File: config.mk
export PLATFORM = sky130hd
export DESIGN_NAME = regfile_wb_arbiter
export DESIGN_NICKNAME = d
export VERILOG_FILES = /design/src/rtl/regfile_pkg.sv /design/src/rtl/wb_fifo2.sv /design/src/rtl/regfile_wb_arbiter.sv
export SDC_FILE = /design/constraint.sdc
export NUM_CORES = 1
export LEC_CHECK = 0
export ABC_AREA = 0
export CAP_MARGIN = 20
export CELL_PAD_IN_SITES_DETAIL_PLACEMENT = 0
export CELL_PAD_IN_SITES_GLOBAL_PLACEMENT = 2
export CORE_MARGIN = 2
export CORE_UTILIZATION = 39
export CTS_CLUSTER_DIAMETER = 30
export DETAILED_ROUTE_END_ITERATION = 10
export GPL_TIMING_DRIVEN = 0
export MAX_ROUTING_LAYER = met4
export PLACE_DENSITY_LB_ADDON = 0.1
export SETUP_SLACK_MARGIN = 0.15
export SLEW_MARGIN = 10
export SYNTH_ARGS = -nofsm -noshare
export SYNTH_HDL_FRONTEND = slang
export SYNTH_SLANG_ARGS = --single-unit
File: constraint.sdc
create_clock -name clk -period 4.8 [get_ports clk]
set_input_delay 0.48 -clock clk [delete_from_list [all_inputs] [get_ports clk]]
set_output_delay 0.48 -clock clk [all_outputs]
set_load 0.01 [all_outputs]
File: src/rtl/regfile_pkg.sv
// rtl/regfile_pkg.sv - shared widths and write-entry type for the regfile write-back arbiter
package regfile_pkg;

  localparam int REG_ADDR_W    = 4;
  localparam int DATA_W        = 32;
  localparam int NUM_REGS      = 16;
  localparam int WB_FIFO_DEPTH = 2;

  typedef struct packed {
    logic [REG_ADDR_W-1:0] regIdx;
    logic [DATA_W-1:0]     data;
  } wbEntry_t;

  function automatic logic [NUM_REGS-1:0] decodeReg(input logic [REG_ADDR_W-1:0] idx);
    logic [NUM_REGS-1:0] oneHot;
    oneHot      = '0;
    oneHot[idx] = 1'b1;
    return oneHot;
  endfunction

endpackage

File: src/rtl/wb_fifo2.sv
// rtl/wb_fifo2.sv - two-entry write-back FIFO with per-slot visibility for the pending mask
module wb_fifo2
  import regfile_pkg::*;
(
  input  logic                                clk,
  input  logic                                rst,
  input  logic                                push,
  input  wbEntry_t                            pushEntry,
  input  logic                                pop,
  output wbEntry_t                            head,
  output logic [1:0]                          count,
  output logic [WB_FIFO_DEPTH-1:0]            entryValid,
  output logic [WB_FIFO_DEPTH*REG_ADDR_W-1:0] entryReg
);

  localparam logic [1:0] FULL = 2'(WB_FIFO_DEPTH);

  wbEntry_t slots [WB_FIFO_DEPTH];
  logic     rdPtr;
  logic     wrPtr;
  logic     doPush;
  logic     doPop;

  assign doPush = push && (count != FULL);
  assign doPop  = pop && (count != 2'd0);

  always_ff @(posedge clk) begin
    if (!rst) begin
      count <= '0;
      rdPtr <= 1'b0;
      wrPtr <= 1'b0;
    end else begin
      if (doPush) wrPtr <= ~wrPtr;
      if (doPop)  rdPtr <= ~rdPtr;
      case ({doPush, doPop})
        2'b10:   count <= count + 2'd1;
        2'b01:   count <= count - 2'd1;
        default: count <= count;
      endcase
    end
  end

  // Payload storage needs no reset; validity comes from count and pointers.
  always_ff @(posedge clk) begin
    if (rst && doPush) slots[wrPtr] <= pushEntry;
  end

  assign head = slots[rdPtr];

  for (genvar i = 0; i < WB_FIFO_DEPTH; i++) begin : gSlot
    assign entryValid[i] = (count == FULL) || ((count == 2'd1) && (rdPtr == 1'(i)));
    assign entryReg[i*REG_ADDR_W +: REG_ADDR_W] = slots[i].regIdx;
  end

endmodule

File: src/rtl/regfile_wb_arbiter.sv
// rtl/regfile_wb_arbiter.sv - round-robin arbiter merging two write-back queues onto one regfile write port
module regfile_wb_arbiter
  import regfile_pkg::*;
(
  input  logic                  clk,
  input  logic                  rst,
  input  logic                  req0_valid,
  input  logic [REG_ADDR_W-1:0] req0_reg,
  input  logic [DATA_W-1:0]     req0_data,
  output logic                  req0_ready,
  input  logic                  req1_valid,
  input  logic [REG_ADDR_W-1:0] req1_reg,
  input  logic [DATA_W-1:0]     req1_data,
  output logic                  req1_ready,
  output logic                  wr_en,
  output logic [REG_ADDR_W-1:0] wr_reg,
  output logic [DATA_W-1:0]     wr_data,
  output logic                  wr_src,
  output logic [NUM_REGS-1:0]   pending_mask
);

  localparam logic [1:0] FULL = 2'(WB_FIFO_DEPTH);

  wbEntry_t                            head0, head1, granted;
  logic [1:0]                          count0, count1;
  logic [WB_FIFO_DEPTH-1:0]            valid0, valid1;
  logic [WB_FIFO_DEPTH*REG_ADDR_W-1:0] regs0, regs1;
  logic                                nonEmpty0, nonEmpty1;
  logic                                anyReq, grant1, pop0, pop1;
  logic                                lastGrant;

  assign req0_ready = (count0 != FULL);
  assign req1_ready = (count1 != FULL);

  wb_fifo2 uFifo0 (
    .clk        (clk),
    .rst        (rst),
    .push       (req0_valid && req0_ready),
    .pushEntry  ('{regIdx: req0_reg, data: req0_data}),
    .pop        (pop0),
    .head       (head0),
    .count      (count0),
    .entryValid (valid0),
    .entryReg   (regs0)
  );

  wb_fifo2 uFifo1 (
    .clk        (clk),
    .rst        (rst),
    .push       (req1_valid && req1_ready),
    .pushEntry  ('{regIdx: req1_reg, data: req1_data}),
    .pop        (pop1),
    .head       (head1),
    .count      (count1),
    .entryValid (valid1),
    .entryReg   (regs1)
  );

  // Contention goes to whoever did not win last; a lone requester always wins.
  always_comb begin
    nonEmpty0 = (count0 != 2'd0);
    nonEmpty1 = (count1 != 2'd0);
    anyReq    = nonEmpty0 || nonEmpty1;
    grant1    = nonEmpty1 && (!nonEmpty0 || !lastGrant);
    pop0      = nonEmpty0 && !grant1;
    pop1      = grant1;
    granted   = grant1 ? head1 : head0;
  end

  always_ff @(posedge clk) begin
    if (!rst) begin
      wr_en     <= 1'b0;
      wr_reg    <= '0;
      wr_data   <= '0;
      wr_src    <= 1'b0;
      lastGrant <= 1'b1;
    end else begin
      wr_en <= anyReq;
      if (anyReq) begin
        wr_reg    <= granted.regIdx;
        wr_data   <= granted.data;
        wr_src    <= grant1;
        lastGrant <= grant1;
      end
    end
  end

  always_comb begin
    pending_mask = '0;
    for (int i = 0; i < WB_FIFO_DEPTH; i++) begin
      if (valid0[i]) pending_mask |= decodeReg(regs0[i*REG_ADDR_W +: REG_ADDR_W]);
      if (valid1[i]) pending_mask |= decodeReg(regs1[i*REG_ADDR_W +: REG_ADDR_W]);
    end
    if (wr_en) pending_mask |= decodeReg(wr_reg);
  end

endmodule

==> run summary, run 1 <==
Wirelength per Cell - 21.0 um
final setup margin - 1320 ps
first-pass iteration count of the detailed router - 5
Async SR Flop Fraction - 0%
WP data required - 4320 ps
hpwl dp - 15600 um
Worst Setup End Kind - output port
Yosys warnings - 0
Ant. Diodes - 0
Core ar. - 20300 um2
vias in the first global route - 5603
Placed Cells - 1009
crit path kind - reg2out
Root Buffer - clkbuf_16
initial antenna violation count - 0
worst vdd ir - 0.000286 V
Setup Buffers After CTS - 0
WL met2 - 11100 um
P per Cell Area - 535 nW/um2
largest net degree at the start of global routing - 28
syn avg cell area - 13.4 um2
CTS resizes - 0
Logic pwr share - 34.1%
Max Cap Viol - 0
ANT nets after route - 0
DR top layer - met4
Cells on Worst Hold Path - 2
Syn Inst Count - 604
cts hold-fix bufs - 0
final hold vios - 0
Tmin final - 3480 ps
RePlAce Congestion - 0.893
Clock Pin Slew Worst Setup and Hold Paths - 80 ps
type of origin of the critical path - register
Sw Share - 33.2%
first-pass GRT wire length - 32900 um
grt ovf - 0
Starting Density - 39.8%
final core utilization - 51.4%
count of clock tree sinks - 193
setup violators final - 0
Leak Pwr - 3.58 nW
die area - 21900 um2
Worst-Skew Late Latency - 430 ps
Worst Skew - 11.2 ps
outcome - completed
clock share of power - 25.6%
dpl cell area - 9840 um2
Nets - 842
sequential share of the synthesized area - 65.7%
Slew Limit Fails - 0
Post-synth EDFFs - 144
DR vias - 5484
Switch Pwr - 1.85 mW
Synth Cell Area - 8080 um2
area share of the largest cell type after synthesis - 53.5%
routed wl met3 - 859 um
Cell Rows - 52
met1 WL - 9640 um
DR DRC count - 0
die height - 148 um
io pins - 132
Final Total Pwr - 5.59 mW
routed vias/inst - 5.27
Port Buffer Count - 131
count of cell types in the netlist - 45
share of cells above drive strength 1 - 7.00%
top cells by area, synth - edfxtp_1 54%, dfxtp_1 12%, mux2i_1 8.9%
die width - 148 um
CP arrival - 3000 ps
Clock Tree Buf Depth - 2
worst rel slew slack - 50.3%
setup TNS - 0 ps
unrepaired setup endpoints after global routing - false
Tot GR Track Use - 20.9%
First DRT Iteration DRCs - 297
worst slack, placed - 1760 ps
hold slack - 478 ps
crit-path max FO - 7
Finished Layout Cells - 1041
Peak Freq - 0.287 GHz
flops & latches, synth - 193
TritonCTS Buffers - 17
most frequently used flop master after synthesis - edfxtp_1
share of power burned in registers - 40.4%
Hold Path Class - reg2reg
Worst Reg-to-Reg Cells - 9
worst slew pin tran - 743 ps
Int Pwr - 3.74 mW
CTS tree - yes
Design Area, Final - 10400 um2
area leader, netlist - edfxtp_1
Syn Nets - 688
CTS H-tree lvls - 4
largest registers - uFifo0.slots: 72 flops, uFifo1.slots: 72 flops, wr_data: 32 flops
Synth-to-Final Area Change - 29.3%
Routed WL - 21900 um
crit share post-route - 72.6%
cell usage after synthesis (2+ instances only):
library cell and instances:
edfxtp_1 144, mux2i_1 72, dfxtp_1 49, and2_1 47, nand3_1 42, o221ai_1 36, clkbuf_1 22, nand2_1 19
nor2_1 17, inv_1 16, nor3_1 14, buf_2 13, nor2b_1 9, o22ai_1 9, or3_1 9, ha_1 8
nand2b_1 8, o21ai_0 8, and3_1 6, xnor2_1 6, nand3b_1 4, nor4_1 4, o211ai_1 4, or4_1 4
a21oi_1 3, a32o_1 3, a21boi_0 2, a21o_1 2, a22oi_1 2, a31oi_1 2, nand4_1 2, nor3b_1 2
o32ai_1 2, or2_1 2, xor2_1 2
critical path: stages (launching register included):
cell	delay (ps)
dfxtp_1	380
inv_1	80
ha_1	310
a21o_1	240
nor3b_1	200
a32o_1	320
or4_1	530
clkdlybuf4s50_1	500
cell usage in the layout (no fill, tap or decap), drive strengths merged, types with 4 or more instances in the layout:
master,Yosys,routed
and2,47,47
and3,6,6
buf,14,18
clkbuf,22,40
clkdlybuf4s50,0,131
clkinv,0,7
dfxtp,49,49
edfxtp,144,144
ha,8,8
inv,16,22
mux2i,72,72
nand2,19,19
nand2b,8,8
nand3,42,42
nand3b,4,4
nor2,17,17
nor2b,9,9
nor3,14,14
nor4,4,4
o211ai,4,4
o21ai,9,9
o221ai,36,36
o22ai,9,9
or3,9,9
or4,4,4
xnor2,6,6
logic make-up after synthesis:
kind of cell,count (synthesis),share of synthesized area (%)
adders and majority gates,8,1.24
muxes,72,8.92
DFF,193,65.7
AOI/OAI and AO/OA,77,7.33
and+or+nand+nor,194,13.3
buffers and inverters,52,2.62
xor gates and xnor gates,8,0.868
power groups by stage:
| stage | Sequential, mW | Combinational, mW | Clock (mW) |
|---|---|---|---|
| after floorplan | 2.32 | 0.999 | 0 |
| after global placement | 2.29 | 1.86 | 0 |
| after detailed placement | 2.29 | 1.92 | 0 |
| after CTS | 2.26 | 1.92 | 1.46 |
| after global routing | 2.29 | 2.06 | 1.52 |
| final | 2.26 | 1.90 | 1.43 |
path summary, 6_finish.rpt:
| check | from | to | slack (ps) |
|---|---|---|---|
| hold / removal | wr_src$_SDFFE_PN0P_ | wr_src$_SDFFE_PN0P_ | 480 |
| setup / recovery | uFifo1.count[0]$_SDFFE_PN0P_ | pending_mask[3] | 1320 |
| setup reg to reg | uFifo1.count[0]$_SDFFE_PN0P_ | uFifo0.count[0]$_SDFFE_PN0P_ | 2260 |
| hold reg to reg | wr_src$_SDFFE_PN0P_ | wr_src$_SDFFE_PN0P_ | 480 |
metal layers:
layer  global-route usage [%]  up-vias
met3                     3.58       15
met4                     5.95        0
met5                        -        -
li1                         -     2611
met1                     26.4     2709
met2                     35.0      149
area by class of cell:
type / count / area, um2
Buffer: 36 / 151
Clock buffer: 18 / 439
Clock inverter: 14 / 166
Fill cell: 1783 / 9860
Inverter: 16 / 60.1
Multi-Input combinational cell: 359 / 2580
Sequential cell: 193 / 5310
Tap cell: 270 / 338
Timing Repair Buffer: 135 / 1410
No activity file was read; power rests on OpenSTA's default activity.
==> run 2, diff against run 1 <==
--- a/config.mk
+++ b/config.mk
@@ -10,7 +10,7 @@
 export CELL_PAD_IN_SITES_DETAIL_PLACEMENT = 0
 export CELL_PAD_IN_SITES_GLOBAL_PLACEMENT = 2
 export CORE_MARGIN = 2
-export CORE_UTILIZATION = 39
+export CORE_UTILIZATION = 36
 export CTS_CLUSTER_DIAMETER = 30
 export DETAILED_ROUTE_END_ITERATION = 10
 export GPL_TIMING_DRIVEN = 0
==> constraint.sdc (replaced) <==
create_clock -name clk -period 3.52 [get_ports clk]
set_input_delay 0.352 -clock clk [delete_from_list [all_inputs] [get_ports clk]]
set_output_delay 0.352 -clock clk [all_outputs]
set_load 0.01 [all_outputs]
==> run summary, run 2 (synthesized netlist as in run 1, its figures left out) <==
Clock Tree Buf Depth - 2
die width - 154 um
Leak Pwr - 3.58 nW
Final Total Pwr - 7.64 mW
final hold vios - 0
Ant. Diodes - 0
io pins - 132
share of cells above drive strength 1 - 7.13%
critical path launch point - uFifo1.count[0]$_SDFFE_PN0P_
worst rel slew slack - 52.5%
crit-path max FO - 7
Root Buffer - clkbuf_16
Finished Layout Cells - 1051
setup violators final - 0
First DRT Iteration DRCs - 328
die height - 154 um
hold slack - 474 ps
Routed WL - 22300 um
Worst Skew - 14.9 ps
unrepaired setup endpoints after global routing - false
Worst-Skew Late Latency - 430 ps
outcome - completed
CP delay by family, top - simple AND/OR/NAND/NOR gates
CTS tree - yes
TritonCTS Buffers - 17
most frequent cells in the layout - 144 x edfxtp_1, 131 x clkdlybuf4s50_1, 72 x mux2i_1, 49 x dfxtp_1, 47 x and2_1
ANT nets after route - 0
setup TNS - 0 ps
Port Buffer Count - 131
P per Cell Area - 730 nW/um2
Hold Path Class - reg2reg
Core ar. - 21900 um2
vias in the first global route - 5816
crit path kind - reg2out
Tot GR Track Use - 19.6%
WP data required - 3170 ps
Largest stage delay, worst path - 550 ps
Max Cap Viol - 0
slowest CP cell - or4_1
die area - 23600 um2
worst slew pin tran - 711 ps
cts hold-fix bufs - 0
routed vias/inst - 5.28
count of clock tree sinks - 193
worst slack, placed - 615 ps
type of origin of the critical path - register
crit share post-route - 93.1%
Peak Freq - 0.305 GHz
hold_sp - wr_src$_SDFFE_PN0P_
DR vias - 5550
Clock Pin Slew Worst Setup and Hold Paths - 80 ps
grt ovf - 0
final core utilization - 47.8%
largest registers - uFifo0.slots: 72 flops, uFifo1.slots: 72 flops, wr_data: 32 flops
largest net degree at the start of global routing - 28
Starting Density - 36.9%
worst vdd ir - 0.000424 V
Nets - 842
initial antenna violation count - 0
Worst Setup End Kind - output port
Wirelength per Cell - 21.2 um
CP arrival - 2930 ps
Placed Cells - 1019
CTS H-tree lvls - 4
DR DRC count - 0
Tmin final - 3280 ps
cells along the critical path - inv_1 -> ha_2 -> a21o_1 -> nor3b_1 -> a32o_1 -> or4_1 -> clkdlybuf4s50_1
commonest non-fill, non-tap cell in the layout - edfxtp_1
Synth-to-Final Area Change - 29.6%
final setup margin - 242 ps
first-pass GRT wire length - 33800 um
Slew Limit Fails - 0
hpwl dp - 15800 um
dpl cell area - 9840 um2
worst path buffer plus inverter count - 2
Design Area, Final - 10500 um2
reg2reg start - uFifo1.count[0]$_SDFFE_PN0P_
RePlAce Congestion - 0.881
Cell Rows - 54
first-pass iteration count of the detailed router - 5
Setup Buffers After CTS - 0
fill count - 1974
-- run 2: worst paths after layout --
kind | end | slack, ps | cells past startpoint
min reg2reg | wr_src$_SDFFE_PN0P_ | 470 | 2
max | pending_mask[3] | 240 | 7
min | wr_src$_SDFFE_PN0P_ | 470 | 2
max reg2reg | uFifo0.count[1]$_SDFFE_PN0P_ | 950 | 10
-- run 2: power by group --
part | switching, mW | total (mW) | leakage (nW) | internal, mW
Combinational | 1.40 | 2.61 | 1.56 | 1.21
Sequential | 0.229 | 3.08 | 1.72 | 2.85
Clock | 0.977 | 1.95 | 0.298 | 0.970
Total | 2.61 | 7.64 | 3.58 | 5.03
-- run 2: repair_timing --
item | in CTS | in global routing
hold endpoints to repair | 0 | 0
setup endpoints to repair | 1 | 0
resized for setup | 1 | 0
-- run 2: layout make-up --
cell class / count / area, um2 / area share [%]
buffer: 36 / 151 / 1.45
clock buffer: 17 / 425 / 4.07
multi-input combinational: 359 / 2580 / 24.6
clock inverter: 15 / 193 / 1.84
tap: 280 / 350 / 3.35
sequential: 193 / 5310 / 50.7
inverter: 16 / 60.1 / 0.574
timing repair buffer: 135 / 1400 / 13.4
-- run 2: routing by layer --
| layer | wire length [um] | part of all wire (%) | vias up | track usage, % |
|---|---|---|---|---|
| li1 | - | - | 2612 | - |
| met5 | 0 | 0 | - | - |
| met4 | 399 | 1.8 | 0 | 5.77 |
| met2 | 11000 | 49 | 179 | 32.3 |
| met3 | 1100 | 4.9 | 21 | 3.44 |
| met1 | 9790 | 44 | 2738 | 24.8 |
-- run 2: worst register-to-register path: cells and delay by family, from the launching register on --
kind	cells	cell delay [ps]
buffers and inverters	4	1050
AOI/OAI and AO/OA	2	240
DFF	1	380
adders and majority gates	2	570
and+or+nand+nor	2	230
